**src/rtl/rst_seq_ctrl.sv**
```systemverilog
// Reset sequencer: synchronizes reset release, holds selected channels, then releases them staggered.
// Optional run-time timeout flag enabled by defining RST_SEQ_TIMEOUT_EN.
module rst_seq_ctrl #(
  parameter int          NUM_CH      = 2,
  parameter int          HOLD_CYC    = 10,
  parameter int          STAGGER_CYC = 4,
  parameter logic [31:0] TIMEOUT_CYC = 32'd2_000_000
) (
  input  logic              SYS_FCLK,
  input  logic              SYS_RESET,
  input  logic              sw_rst_req,
  input  logic [NUM_CH-1:0] ch_mask,
  output logic [NUM_CH-1:0] ch_resetn,
  output logic              seq_busy,
  output logic              seq_done,
  output logic              timeout
);

  localparam int MAX_CYC = (HOLD_CYC > STAGGER_CYC) ? HOLD_CYC : STAGGER_CYC;
  localparam int CNT_W   = $clog2(MAX_CYC) + 1;

  localparam logic [CNT_W-1:0]  HOLD_LAST = CNT_W'(HOLD_CYC - 1);
  localparam logic [CNT_W-1:0]  STAG_LAST = CNT_W'(STAGGER_CYC - 1);
  localparam logic [CNT_W-1:0]  CNT_ONE   = CNT_W'(1);
  localparam logic [NUM_CH-1:0] CH_ONE    = NUM_CH'(1);

  localparam logic [1:0] S_SYNC    = 2'd0;
  localparam logic [1:0] S_ASSERT  = 2'd1;
  localparam logic [1:0] S_RELEASE = 2'd2;
  localparam logic [1:0] S_RUN     = 2'd3;

  logic              r_sync;
  logic [1:0]        r_state;
  logic [CNT_W-1:0]  r_cnt;
  logic [NUM_CH-1:0] r_sel;
  logic [NUM_CH-1:0] r_pend;
  logic [NUM_CH-1:0] r_rstn;
  logic              r_busy;
  logic              r_done;

  logic [NUM_CH-1:0] w_first;
  logic [NUM_CH-1:0] w_first_rem;
  logic [NUM_CH-1:0] w_next;
  logic [NUM_CH-1:0] w_next_rem;
  logic              w_req_ok;

  function automatic logic [NUM_CH-1:0] lowest_bit(input logic [NUM_CH-1:0] v);
    return v & (~v + CH_ONE);
  endfunction

  assign w_first     = lowest_bit(r_sel);
  assign w_first_rem = r_sel & ~w_first;
  assign w_next      = lowest_bit(r_pend);
  assign w_next_rem  = r_pend & ~w_next;
  assign w_req_ok    = (r_state == S_RUN) && sw_rst_req && (ch_mask != '0);

  // r_sync is the first synchronizer stage; the SYNC state register acts as the second.
  always_ff @(posedge SYS_FCLK or posedge SYS_RESET) begin
    if (SYS_RESET) begin
      r_sync  <= 1'b0;
      r_state <= S_SYNC;
      r_cnt   <= '0;
      r_sel   <= '1;
      r_pend  <= '0;
      r_rstn  <= '0;
      r_busy  <= 1'b1;
      r_done  <= 1'b0;
    end else begin
      r_sync <= 1'b1;
      r_done <= 1'b0;
      case (r_state)
        S_SYNC: begin
          if (r_sync) begin
            r_state <= S_ASSERT;
            r_cnt   <= '0;
            r_rstn  <= r_rstn & ~r_sel;
          end
        end
        S_ASSERT: begin
          if (r_cnt == HOLD_LAST) begin
            r_cnt  <= '0;
            r_rstn <= r_rstn | w_first;
            r_pend <= w_first_rem;
            if (w_first_rem == '0) begin
              r_state <= S_RUN;
              r_busy  <= 1'b0;
              r_done  <= 1'b1;
            end else begin
              r_state <= S_RELEASE;
            end
          end else begin
            r_cnt <= r_cnt + CNT_ONE;
          end
        end
        S_RELEASE: begin
          if (r_cnt == STAG_LAST) begin
            r_cnt  <= '0;
            r_rstn <= r_rstn | w_next;
            r_pend <= w_next_rem;
            if (w_next_rem == '0) begin
              r_state <= S_RUN;
              r_busy  <= 1'b0;
              r_done  <= 1'b1;
            end
          end else begin
            r_cnt <= r_cnt + CNT_ONE;
          end
        end
        default: begin
          // Mask is latched here so later ch_mask changes cannot alter a running sequence.
          if (w_req_ok) begin
            r_sel   <= ch_mask;
            r_rstn  <= r_rstn & ~ch_mask;
            r_busy  <= 1'b1;
            r_cnt   <= '0;
            r_state <= S_ASSERT;
          end
        end
      endcase
    end
  end

  assign ch_resetn = r_rstn;
  assign seq_busy  = r_busy;
  assign seq_done  = r_done;

`ifdef RST_SEQ_TIMEOUT_EN
  logic [31:0] r_to_cnt;
  logic        r_timeout;

  always_ff @(posedge SYS_FCLK or posedge SYS_RESET) begin
    if (SYS_RESET) begin
      r_to_cnt  <= '0;
      r_timeout <= 1'b0;
    end else if (r_state == S_RUN && !w_req_ok) begin
      if (r_to_cnt != TIMEOUT_CYC) begin
        r_to_cnt <= r_to_cnt + 32'd1;
        if (r_to_cnt == TIMEOUT_CYC - 32'd1) r_timeout <= 1'b1;
      end else begin
        r_timeout <= 1'b1;
      end
    end else begin
      r_to_cnt <= '0;
      if (w_req_ok) r_timeout <= 1'b0;
    end
  end

  assign timeout = r_timeout;
`else
  assign timeout = 1'b0;
`endif

endmodule

```
**config.mk**
```make
export PLATFORM = sky130hd
export DESIGN_NAME = rst_seq_ctrl
export DESIGN_NICKNAME = d
export VERILOG_FILES = /design/src/rtl/rst_seq_ctrl.sv
export SDC_FILE = /design/constraint.sdc
export NUM_CORES = 1
export LEC_CHECK = 0
export BUFFER_PORTS_ARGS = -buffer_cell sky130_fd_sc_hd__buf_2
export CAP_MARGIN = 5
export CORE_UTILIZATION = 50
export DETAILED_ROUTE_END_ITERATION = 7
export MAX_ROUTING_LAYER = met4
export PLACE_DENSITY = 0.75
export RECOVER_POWER = 50
export SLEW_MARGIN = 0
export SYNTH_ARGS = -nofsm -noshare
export SYNTH_HDL_FRONTEND = slang
export SYNTH_SLANG_ARGS = --single-unit
```
**constraint.sdc**
```tcl
create_clock -name SYS_FCLK -period 1.9 [get_ports SYS_FCLK]
set_clock_uncertainty 0.1 [all_clocks]
set_input_delay 0.57 -clock SYS_FCLK [delete_from_list [all_inputs] [get_ports SYS_FCLK]]
set_output_delay 0.57 -clock SYS_FCLK [all_outputs]
set_load 0.03 [all_outputs]
```
==> results.md <==
* Crit-path max FO at 5
* Top_reg_cell synth: dfrtp_1
* Clock buffer depth at 2
* Post-Syn Area at 930 sq um
* Leak Pwr at 0.600 nW
* Largest net degree at the start of global routing at 16
* Later-pin clock latency in the skew report at 290 ps
* GRT Util Overall at 0.240
* Pre-CTS setup slack at -123 ps
* Crit Path Class: flop to flop
* Most common cell after layout, fill and taps aside: buf_4
* Finished Layout Cells at 151
* H-Tree Depth at 1
* Yosys warns at 0
* Die Area at 2040 sq um
* CTS tree: built
* Peak supply drop at 1.11 mV
* Critical Path Max Stage Delay at roughly 500 ps
* Worst Hold Slack at approximately 220 ps
* Area grow syn2layout at 36.5%
* TritonCTS buffer count at 3
* Dpl cells at 141
* Crit path required time at 2020 ps
* Vias in the first global route at between 700 and 800
* Proportion of layout cells with a drive suffix above 1 at 0.452
* HP Class: primary input to asynchronous set/reset pin
* Post-place instance area at 1130 sq um
* Clk sinks at 15
* DR iter-0 viols at 14
* Crit path capture type: flop
* Core Area at 1730 sq um
* Slew Viols, Final at 0
* Rows at 15
* Post-route clock period utilization at 1.05
* Nets at 138
* Tightest Pin Transition at 581 ps
* Starting Density at 0.538
* RSZ-0062 raised after global routing: true
* CP startpoint kind: flop
* CP delay by family, top: simple AND/OR/NAND/NOR gates
* Gpl congestion at 0.810
* Setup TNS Final at -216 ps
* Grt ovf at 0
* Worst-path cell chain: ha_2, or4b_4, o2bb2ai_4, a2111oi_4, mux2_4
* Outcome: complete, but fails checks
* Clock root buffer: clkbuf_4
* Post-synth top area share at 0.323
* Post-route worst setup slack at -85.9 ps
* Sequential area share after synthesis at 0.408
* Residual DRC at 0
* Max cap viols at 0
* Global-route wire length before repair at 3360 microns
* Post-synth ARST share at 1.00
* Rel. slew slack at 0.612
* Diode count at 0
* Worst r2r src: r_cnt[0]
* Hold Fails Final Rpt at 0
* Hpwl dp at 1500 microns
* Number of synthesized flops with an enable pin at 0
* Slowest CP cell: or4b_4
* Die H at 45.1 microns
* Distinct cells, synth at 36
* DR vias/cell at 5.33
* Worst EP arrival at 2110 ps
* Cell accounting for the most synthesized area: dfrtp_1
* Syn Nets at 103
* Most frequent cells in the layout: buf_4, dfrtp_1, inv_1
* Fmax at 504 MHz
* Failing checks: setup timing
* Routed via count at 805
* Initial antenna violation count at 0
* Post-route cell area at 1270 sq um
* Cell count after synthesis at 92
* Tmin final at 1990 ps
* Synth area leaders: dfrtp_1, dfstp_2, ha_1, inv_1, mux2i_1
* TritonRoute pass-1 iters at 4
* Pwr/cell area at 1680 nW/um^2
* ANT nets after route at 0
* Yosys reg bits at 15
* Die width at 45.1 microns
* I/O pins at 10
* Mean Syn Cell Area at about 10 sq um
* Clk slew on worst S/H paths at 90 ps
* Final setup fails at 5
* I/O Buffers at 8
* Beginning of the critical path: r_cnt[0]
* Final wirelength at 2110 microns
* Wirelength per Cell at 14.0 microns
* CP bufs+invs at 0
==> worst reg2reg max path, cell delays in order, from the launching register on <==
cell       delay [ps]
dfrtp_1           390
ha_2              190
or4b_4            500
o2bb2ai_4         190
a2111oi_4         220
mux2_4            330
==> path summary, 6_finish.rpt <==
check	endpoint	slack, ps	cells past startpoint
setup / recovery	seq_busy	-90	5
hold / removal	r_cnt[3]	220	2
setup reg to reg	seq_busy	-90	5
hold reg to reg	r_sel[0]	390	2
max in group asynchronous	r_sel[1]	1090	2
min in group SYS_FCLK	r_sel[0]	390	2
==> routing by layer <==
| metal | routed length (microns) | vias to the layer above | track usage |
|---|---|---|---|
| met2 | 959 | 21 | 0.365 |
| met5 | 0 | - | - |
| met1 | 1010 | 381 | 0.328 |
| met4 | 40 | 0 | 0.0909 |
| met3 | 103 | 7 | 0.0240 |
| li1 | - | 396 | - |
==> cell type report <==
| class | instances | area (sq um) |
|---|---|---|
| inverters | 11 | 41.3 |
| well taps | 25 | 31.3 |
| multi-input cells | 63 | 559 |
| flip-flops and latches | 15 | 379 |
| fillers | 116 | 458 |
| repair buffers | 33 | 231 |
| clock buffers | 4 | 26.3 |
==> report_power, final <==
| group | internal (mW) | switching, mW |
|---|---|---|
| logic | 0.711 | 0.728 |
| registers | 0.433 | 0.0706 |
| clock network | 0.0816 | 0.104 |
| total | 1.23 | 0.903 |
==> through the flow <==
step | power [mW] | util
after floorplan | 1.29 | -
after global placement | 1.68 | 0.656
after detailed placement | 1.72 | 0.656
after CTS | 2.01 | 0.701
after global routing | 2.25 | 0.735
final | 2.13 | 0.735
==> synth_stat cells (all sizes together) (3+ instances only) <==
master,number
nand2b,3
dfstp,3
nor2,6
nand3,4
a31oi,3
o21ai,3
inv,11
buf,4
nand2,7
ha,6
dfrtp,12
mux2i,3
==> kinds of logic after synthesis <==
family | synth area share
fa+ha+maj | 0.0808
compound gates | 0.207
buf+inv | 0.0754
simple gates | 0.164
other cells | 0.00808
flops | 0.408
mux | 0.0565
==> registers in the layout (all words and copies together) (netlist names) <==
name	cells
r_cnt	5
ch_resetn	2
r_sel	2
r_state	2
r_pend	1
r_sync	1
seq_busy	1
seq_done	1
==> what timing repair did <==
item	in CTS	in global routing
pin swaps	2	3
cloned	1	0
hold buffers	0	0
gates resized for setup	6	9
endpoints found under the hold margin	0	0
endpoints found under the setup margin	9	10
setup buffers	2	3
Note: power is estimated with default switching activity, not from simulation.
